File: config.mk
export PLATFORM = sky130hd
export DESIGN_NAME = tm_cpu_retire_gen
export DESIGN_NICKNAME = d
export VERILOG_FILES = /design/src/rtl/libconf.sv /design/src/rtl/libstd.sv /design/src/rtl/libtm.sv /design/src/rtl/tm_cpu_retire_gen_pkg.sv /design/src/rtl/tm_cpu_retire_gen_delay.sv /design/src/rtl/tm_cpu_retire_gen.sv
export SDC_FILE = /design/constraint.sdc
export NUM_CORES = 1
export LEC_CHECK = 0
export ABC_CLOCK_PERIOD_IN_PS = 3800
export BUFFER_PORTS_ARGS = -buffer_cell sky130_fd_sc_hd__clkbuf_2
export CAP_MARGIN = 20
export CORE_MARGIN = 10
export CORE_UTILIZATION = 35
export DETAILED_ROUTE_END_ITERATION = 10
export HOLD_SLACK_MARGIN = 0.05
export PLACE_DENSITY = 0.53
export SLEW_MARGIN = 30
export SYNTH_ARGS = -nofsm -noshare
export SYNTH_HDL_FRONTEND = slang
export SYNTH_SLANG_ARGS = --single-unit
File: constraint.sdc
create_clock -name gclk -period 3.8 [get_ports gclk]
set_clock_uncertainty 0.05 [all_clocks]
set_input_delay 0.76 -clock gclk [delete_from_list [all_inputs] [get_ports gclk]]
set_output_delay 0.76 -clock gclk [all_outputs]
set_load 0.02 [all_outputs]
File: src/rtl/libconf.sv
// Build configuration: hardware thread count and thread-id width.
package libconf;

    localparam int NTHREAD      = 8;
    localparam int NTHREADIDMSB = 2;

endpackage

File: src/rtl/libstd.sv
// Shared clock bundle type and small constant helpers.
package libstd;

    // Clock bundle distributed to the integer-unit timing blocks.
    typedef struct packed {
        logic clk;
    } iu_clk_type;

    // Bits needed to hold values 0..n-1, never less than one bit.
    function automatic int log2x(input int n);
        int r;
        r = 0;
        while ((1 << r) < n) begin
            r = r + 1;
        end
        return (r < 1) ? 1 : r;
    endfunction

endpackage

File: src/rtl/libtm.sv
// Timing-model token types exchanged with the host CPU pipeline.
package libtm;
    import libconf::*;

    localparam int TM_PIPE_DEPTH_DEFLT = 7;

    // Issue token from the timing model.
    typedef struct packed {
        logic [NTHREADIDMSB:0] tid;
        logic                  valid;
        logic                  run;
        logic                  running;
    } tm2cpu_token_type;

    // Retire/replay report back to the timing model.
    typedef struct packed {
        logic                  valid;
        logic                  replay;
        logic [NTHREADIDMSB:0] tid;
    } tm_cpu_ctrl_token_type;

endpackage

File: src/rtl/tm_cpu_retire_gen_pkg.sv
// Local types and helpers for the retire/replay generator.
package tm_cpu_retire_gen_pkg;
    import libconf::*;

    // One slot of the issue-to-report delay line.
    typedef struct packed {
        logic                  valid;
        logic [NTHREADIDMSB:0] tid;
    } stage_slot_t;

    localparam int SLOT_W = $bits(stage_slot_t);

    // True when a qualified event targets the given thread.
    function automatic logic tid_hit(input logic                  i_v,
                                     input logic [NTHREADIDMSB:0] i_a,
                                     input logic [NTHREADIDMSB:0] i_b);
        return i_v && (i_a == i_b);
    endfunction

endpackage

File: src/rtl/tm_cpu_retire_gen_delay.sv
// Fixed-latency shift register; never stalls, reset empties all stages.
module tm_token_delay #(
    parameter int DEPTH = 6,
    parameter int WIDTH = 4
) (
    input  logic             i_clk,
    input  logic             i_rst,
    input  logic [WIDTH-1:0] i_data,
    output logic [WIDTH-1:0] o_data
);

    logic [WIDTH-1:0] r_stage [DEPTH];

    // Advance every stage by one each clock.
    always_ff @(posedge i_clk) begin
        if (i_rst) begin
            for (int i = 0; i < DEPTH; i++) begin
                r_stage[i] <= '0;
            end
        end else begin
            r_stage[0] <= i_data;
            for (int i = 1; i < DEPTH; i++) begin
                r_stage[i] <= r_stage[i-1];
            end
        end
    end

    assign o_data = r_stage[DEPTH-1];

endmodule

File: src/rtl/tm_cpu_retire_gen.sv
// Retire/replay generator: delays issued tokens by PIPE_DEPTH cycles and
// reports each one as retire or replay depending on memory nack and the
// per-thread miss-blocked state.
module tm_cpu_retire_gen
    import libstd::*;
    import libconf::*;
    import libtm::*;
    import tm_cpu_retire_gen_pkg::*;
#(
    parameter int PIPE_DEPTH = TM_PIPE_DEPTH_DEFLT,
    parameter int NTHR       = NTHREAD
) (
    input  iu_clk_type                          gclk,
    input  logic                                rst,
    input  tm2cpu_token_type                    tm2cpu,
    input  logic                                mem_nack,
    input  logic                                refill_valid,
    input  logic [NTHREADIDMSB:0]               refill_tid,
    output tm_cpu_ctrl_token_type               cpu2tm,
    output logic [log2x(PIPE_DEPTH+1)-1:0]      inflight_cnt,
    output logic                                dup_err
);

    localparam int CW = log2x(PIPE_DEPTH + 1);

    logic                  w_accept;
    stage_slot_t           w_issue;
    stage_slot_t           w_last;
    logic                  w_hold;
    logic                  w_report;
    logic                  w_self_rep;
    logic [NTHR-1:0]       w_blocked_nxt;
    logic [NTHR-1:0]       w_inflight_nxt;
    logic [CW-1:0]         w_cnt_nxt;

    tm_cpu_ctrl_token_type r_cpu2tm;
    logic [NTHR-1:0]       r_blocked;
    logic [NTHR-1:0]       r_inflight;
    logic [CW-1:0]         r_cnt;
    logic                  r_dup;

    assign w_accept      = tm2cpu.valid & tm2cpu.run & tm2cpu.running;
    assign w_issue.valid = w_accept;
    assign w_issue.tid   = tm2cpu.tid;

    // The registered cpu2tm output is the final stage, so the line is one shorter.
    tm_token_delay #(
        .DEPTH (PIPE_DEPTH - 1),
        .WIDTH (SLOT_W)
    ) u_delay (
        .i_clk  (gclk.clk),
        .i_rst  (rst),
        .i_data (w_issue),
        .o_data (w_last)
    );

    // A refill landing this cycle already unblocks the last-stage token.
    assign w_hold = mem_nack |
                    (r_blocked[w_last.tid] & ~tid_hit(refill_valid, refill_tid, w_last.tid));

    // The token sitting on cpu2tm this cycle is the one being reported.
    assign w_report   = r_cpu2tm.valid | r_cpu2tm.replay;
    assign w_self_rep = tid_hit(w_report, r_cpu2tm.tid, tm2cpu.tid);

    // Blocked vector: refill clears, nack on a real token sets; set wins.
    always_comb begin
        w_blocked_nxt = r_blocked;
        if (refill_valid) begin
            w_blocked_nxt[refill_tid] = 1'b0;
        end
        if (w_last.valid && mem_nack) begin
            w_blocked_nxt[w_last.tid] = 1'b1;
        end
    end

    // Inflight vector: report clears, accept sets; set wins for a same-tid handoff.
    always_comb begin
        w_inflight_nxt = r_inflight;
        if (w_report) begin
            w_inflight_nxt[r_cpu2tm.tid] = 1'b0;
        end
        if (w_accept) begin
            w_inflight_nxt[tm2cpu.tid] = 1'b1;
        end
    end

    // Occupancy: up on accept, down on report, flat when both.
    always_comb begin
        w_cnt_nxt = r_cnt;
        if (w_accept && !w_report) begin
            w_cnt_nxt = r_cnt + CW'(1);
        end else if (!w_accept && w_report) begin
            w_cnt_nxt = r_cnt - CW'(1);
        end
    end

    // State and registered report; reset drops everything in flight silently.
    always_ff @(posedge gclk.clk) begin
        if (rst) begin
            r_cpu2tm   <= '0;
            r_blocked  <= '0;
            r_inflight <= '0;
            r_cnt      <= '0;
            r_dup      <= 1'b0;
        end else begin
            r_cpu2tm.valid  <= w_last.valid & ~w_hold;
            r_cpu2tm.replay <= w_last.valid & w_hold;
            if (w_last.valid) begin
                r_cpu2tm.tid <= w_last.tid;
            end
            r_blocked  <= w_blocked_nxt;
            r_inflight <= w_inflight_nxt;
            r_cnt      <= w_cnt_nxt;
            if (w_accept && r_inflight[tm2cpu.tid] && !w_self_rep) begin
                r_dup <= 1'b1;
            end
        end
    end

    assign cpu2tm       = r_cpu2tm;
    assign inflight_cnt = r_cnt;
    assign dup_err      = r_dup;

endmodule

==> impl_metrics.toml <==
[timing]
setup_tns_ns = 0
min_period_ns = 2.03
rsz0062_at_grt = "false"
setup_viol = 0
fin_crit_sh_pct = 53.4
drv_slew = 0
hold_violations = 0
tightest_slew_ns = 0.485
hold_ws_ns = 0.391
slew_headroom_pct = 67.4
clock.fmax_ghz = 0.493

[layout]
stdcell_count = 286
syn2layout_area_growth_pct = 12.9
nNetsFinal = 228
fill_cells = 561
final_core_util_pct = 40.5
n_antenna_cell = 0
final_layout_size_suffix_gt1_share_pct = 16.4

[pwr]
p_total_mw = 0.958
power.leakage_nw = 0.844
clockPowerShare_pct = 39.3
vdd_drop_max_uv = 199
power_frac_seq_pct = 54.9
power.internal_mw = 0.740
p_switching_mw = 0.218
power_density_nw_per_um2 = 432
comb_power_share_pct = 5.8
switching_share_pct = 22.7

[die]
die_w_um = 94.9
coreArea_um2 = 5470
pin_count = 22
die-height_um = 94.9
dieArea_um2 = 9010
start_util_pct = 35.9
core.rowCount = 27

[cts]
ctsHoldBuffers = 0
cts_tree = "done"
cts_htree_levels = 2
path_clk_slew_ns = 0.09
cts_sinks = 49
cts_buffer_depth = 2
clkLatencyLatePin_ns = 0.31
cts_root_buffer = "clkbuf_8"
ctsResizeCount = 0
cts_made_buffers = 5
postCtsSetupBuffers = 0

[global_route]
first_global_vias = 1409
grt_overflow = 0
grt_pass1_wl_um = 6840
antenna_found_initial = 0
track_usage_pct = 9.63
grt_max_degree = 35

[synth]
synth_xor_area_share_pct = 3.56
synth_top_area_share_pct = 49.9
yosys.cell_types.count = 39
syn_area_um2 = 1970
synth_edf_count = 0
synth_simple_gate_area_share_pct = 20.1
synthArstFlopShare_pct = 0
syn-num-nets = 210
synthMuxAreaShare_pct = 7.45
ys_ff_latch = 49
yosysWarningCount = 0
synthFlopType = "dfxtp_1"
yosysSeqAreaShare_pct = 49.9
synth_cells = 195
yosysTopAreaCell = "dfxtp_1"
ys_top_cells_by_area = "dfxtp_1 50%, nor2b_1 8.3%, a21oi_1 3.3%"
synth-adder-area-share_pct = 1.65
syn_avg_cell_area_um2 = 10.1
synth_compound_area_share_pct = 13.4
synth_top_family_by_area = "simple AND/OR/NAND/NOR gates"

[place]
dpl.cell_count = 278
gp_congestion = 0.783
dp_hpwl_um = 2790
io_buffers = 21

[setup_path]
path_cells = "clkbuf_2, and3_1, ha_1, inv_1, fa_1, xor2_1, or3_1, a21oi_1"
regToRegSetupSlack_ns = 1.89
end_kind = "register"
critPathKind = "in2reg"
cpPeakStageDelay_ns = 0.38
crit_required_ns = 3.99
crit_path_start_kind = "input pin"
critPathSlowestCell = "fa_1"
crit_fanout = 3
crit_arrival_ns = 2.22

[detailed_routing]
ant_nets = 0
avgViaCountPerCell = 4.94
drt-initial-drc-count = 44
totalWireLength_um = 3960
vias = 1414
first_pass_iters = 4
drcViolationCount = 0
route.detailed.wl_per_inst_um = 13.8

[flow_run]
drv_cap = 0

[worst_hold_path]
hold_path.class = "reg2reg"

[run_status]
run_status = "complete, no violations"
==> worst max-delay path, delay by kind of cell <==
family | cells | cell delay [ns]
XOR/XNOR | 1 | 0.15
buffers and inverters | 2 | 0.16
AO/OA/AOI/OAI | 1 | 0.15
AND/OR/NAND/NOR | 2 | 0.45
adder cells (fa/ha/maj) | 2 | 0.55
==> cells in the final DEF (no fill, tap or decap), types with 2 or more instances in the layout <==
cell type | Yosys | final
dfxtp_1 | 49 | 49
nor2b_1 | 26 | 26
clkbuf_2 | 0 | 21
nand2_1 | 15 | 15
a21oi_1 | 13 | 13
o21ai_0 | 11 | 11
nor2_1 | 8 | 8
nand2b_1 | 6 | 6
mux2i_1 | 6 | 6
o31ai_1 | 5 | 5
xor2_1 | 5 | 5
clkbuf_8 | 0 | 5
nand3_1 | 4 | 4
inv_1 | 3 | 3
o211ai_1 | 3 | 3
xnor2_1 | 3 | 3
and3_1 | 2 | 2
and4b_1 | 2 | 2
nand4_1 | 2 | 2
o21ai_1 | 2 | 2
mux2_2 | 2 | 2
==> power by group through the flow <==
stage          Sequential (mW)  Combinational [mW]  Clock (mW)
3_3_place_gp             0.538              0.0556           0
5_1_grt                  0.527              0.0636       0.412
3_5_place_dp             0.538              0.0566           0
4_1_cts                  0.526              0.0568       0.390
6_report                 0.526              0.0556       0.377
2_1_floorplan            0.540              0.0343           0
==> path summary, 6_finish.rpt <==
check	start	depth (start not counted)	end
max	tm2cpu[0]	8	inflight_cnt[2]
min	u_delay.r_stage[0][17]	1	u_delay.r_stage[0][21]
max reg2reg	cpu2tm[3]	7	inflight_cnt[2]
min reg2reg	u_delay.r_stage[0][17]	1	u_delay.r_stage[0][21]
==> cell usage after synthesis (2+ instances only) <==
cell type / number
nand3_1: 4
o211ai_1: 3
nand2b_1: 6
xor2_1: 5
mux2_2: 2
o21ai_0: 11
nor2b_1: 26
nor2_1: 8
a21oi_1: 13
and4b_1: 2
nand2_1: 15
nand4_1: 2
mux2i_1: 6
inv_1: 3
o21ai_1: 2
xnor2_1: 3
dfxtp_1: 49
o31ai_1: 5
and3_1: 2
clkbuf_1: 9
==> metrics by stage <==
step | setup slack (ns) | area, um2
finish | 1.77 | 2220
global route | 1.67 | 2220
CTS | 1.76 | 2220
detailed placement | 1.43 | 2100
global placement | 1.50 | 2100
floorplan | 1.63 | 1970
==> sequential cells by signal, summed over array words and instances, names as in the netlist <==
| signal | count |
|---|---|
| dup_err | 1 |
| r_inflight | 8 |
| u_delay.r_stage | 24 |
| inflight_cnt | 3 |
| r_blocked | 8 |
| cpu2tm | 5 |
==> area by class of cell <==
| cell class | instances | area [um2] | area share [%] |
|---|---|---|---|
| clock buffer | 5 | 68.8 | 3.10 |
| clock inverter | 3 | 46.3 | 2.09 |
| inverter | 3 | 11.3 | 0.508 |
| multi-input combinational | 132 | 908 | 40.9 |
| sequential | 49 | 981 | 44.2 |
| tap | 72 | 90.1 | 4.06 |
| timing repair buffer | 22 | 113 | 5.08 |
==> cells by family after synthesis <==
kind of cell	count (synthesis)
and+or+nand+nor	71
DFF	49
AOI/OAI and AO/OA	40
buffers and inverters	14
muxes	11
xor gates and xnor gates	8
adders and majority gates	2
==> per-layer routing <==
metal  track usage [%]  part of all wire (%)  vias to the layer above
met4              5.11                   1.4                        0
met3              3.41                   4.9                        8
met1              12.3                    49                      673
met5                 0                     0                        -
li1                  -                     -                      709
met2              14.0                    44                       24
Power figures use the tool's default switching activity.
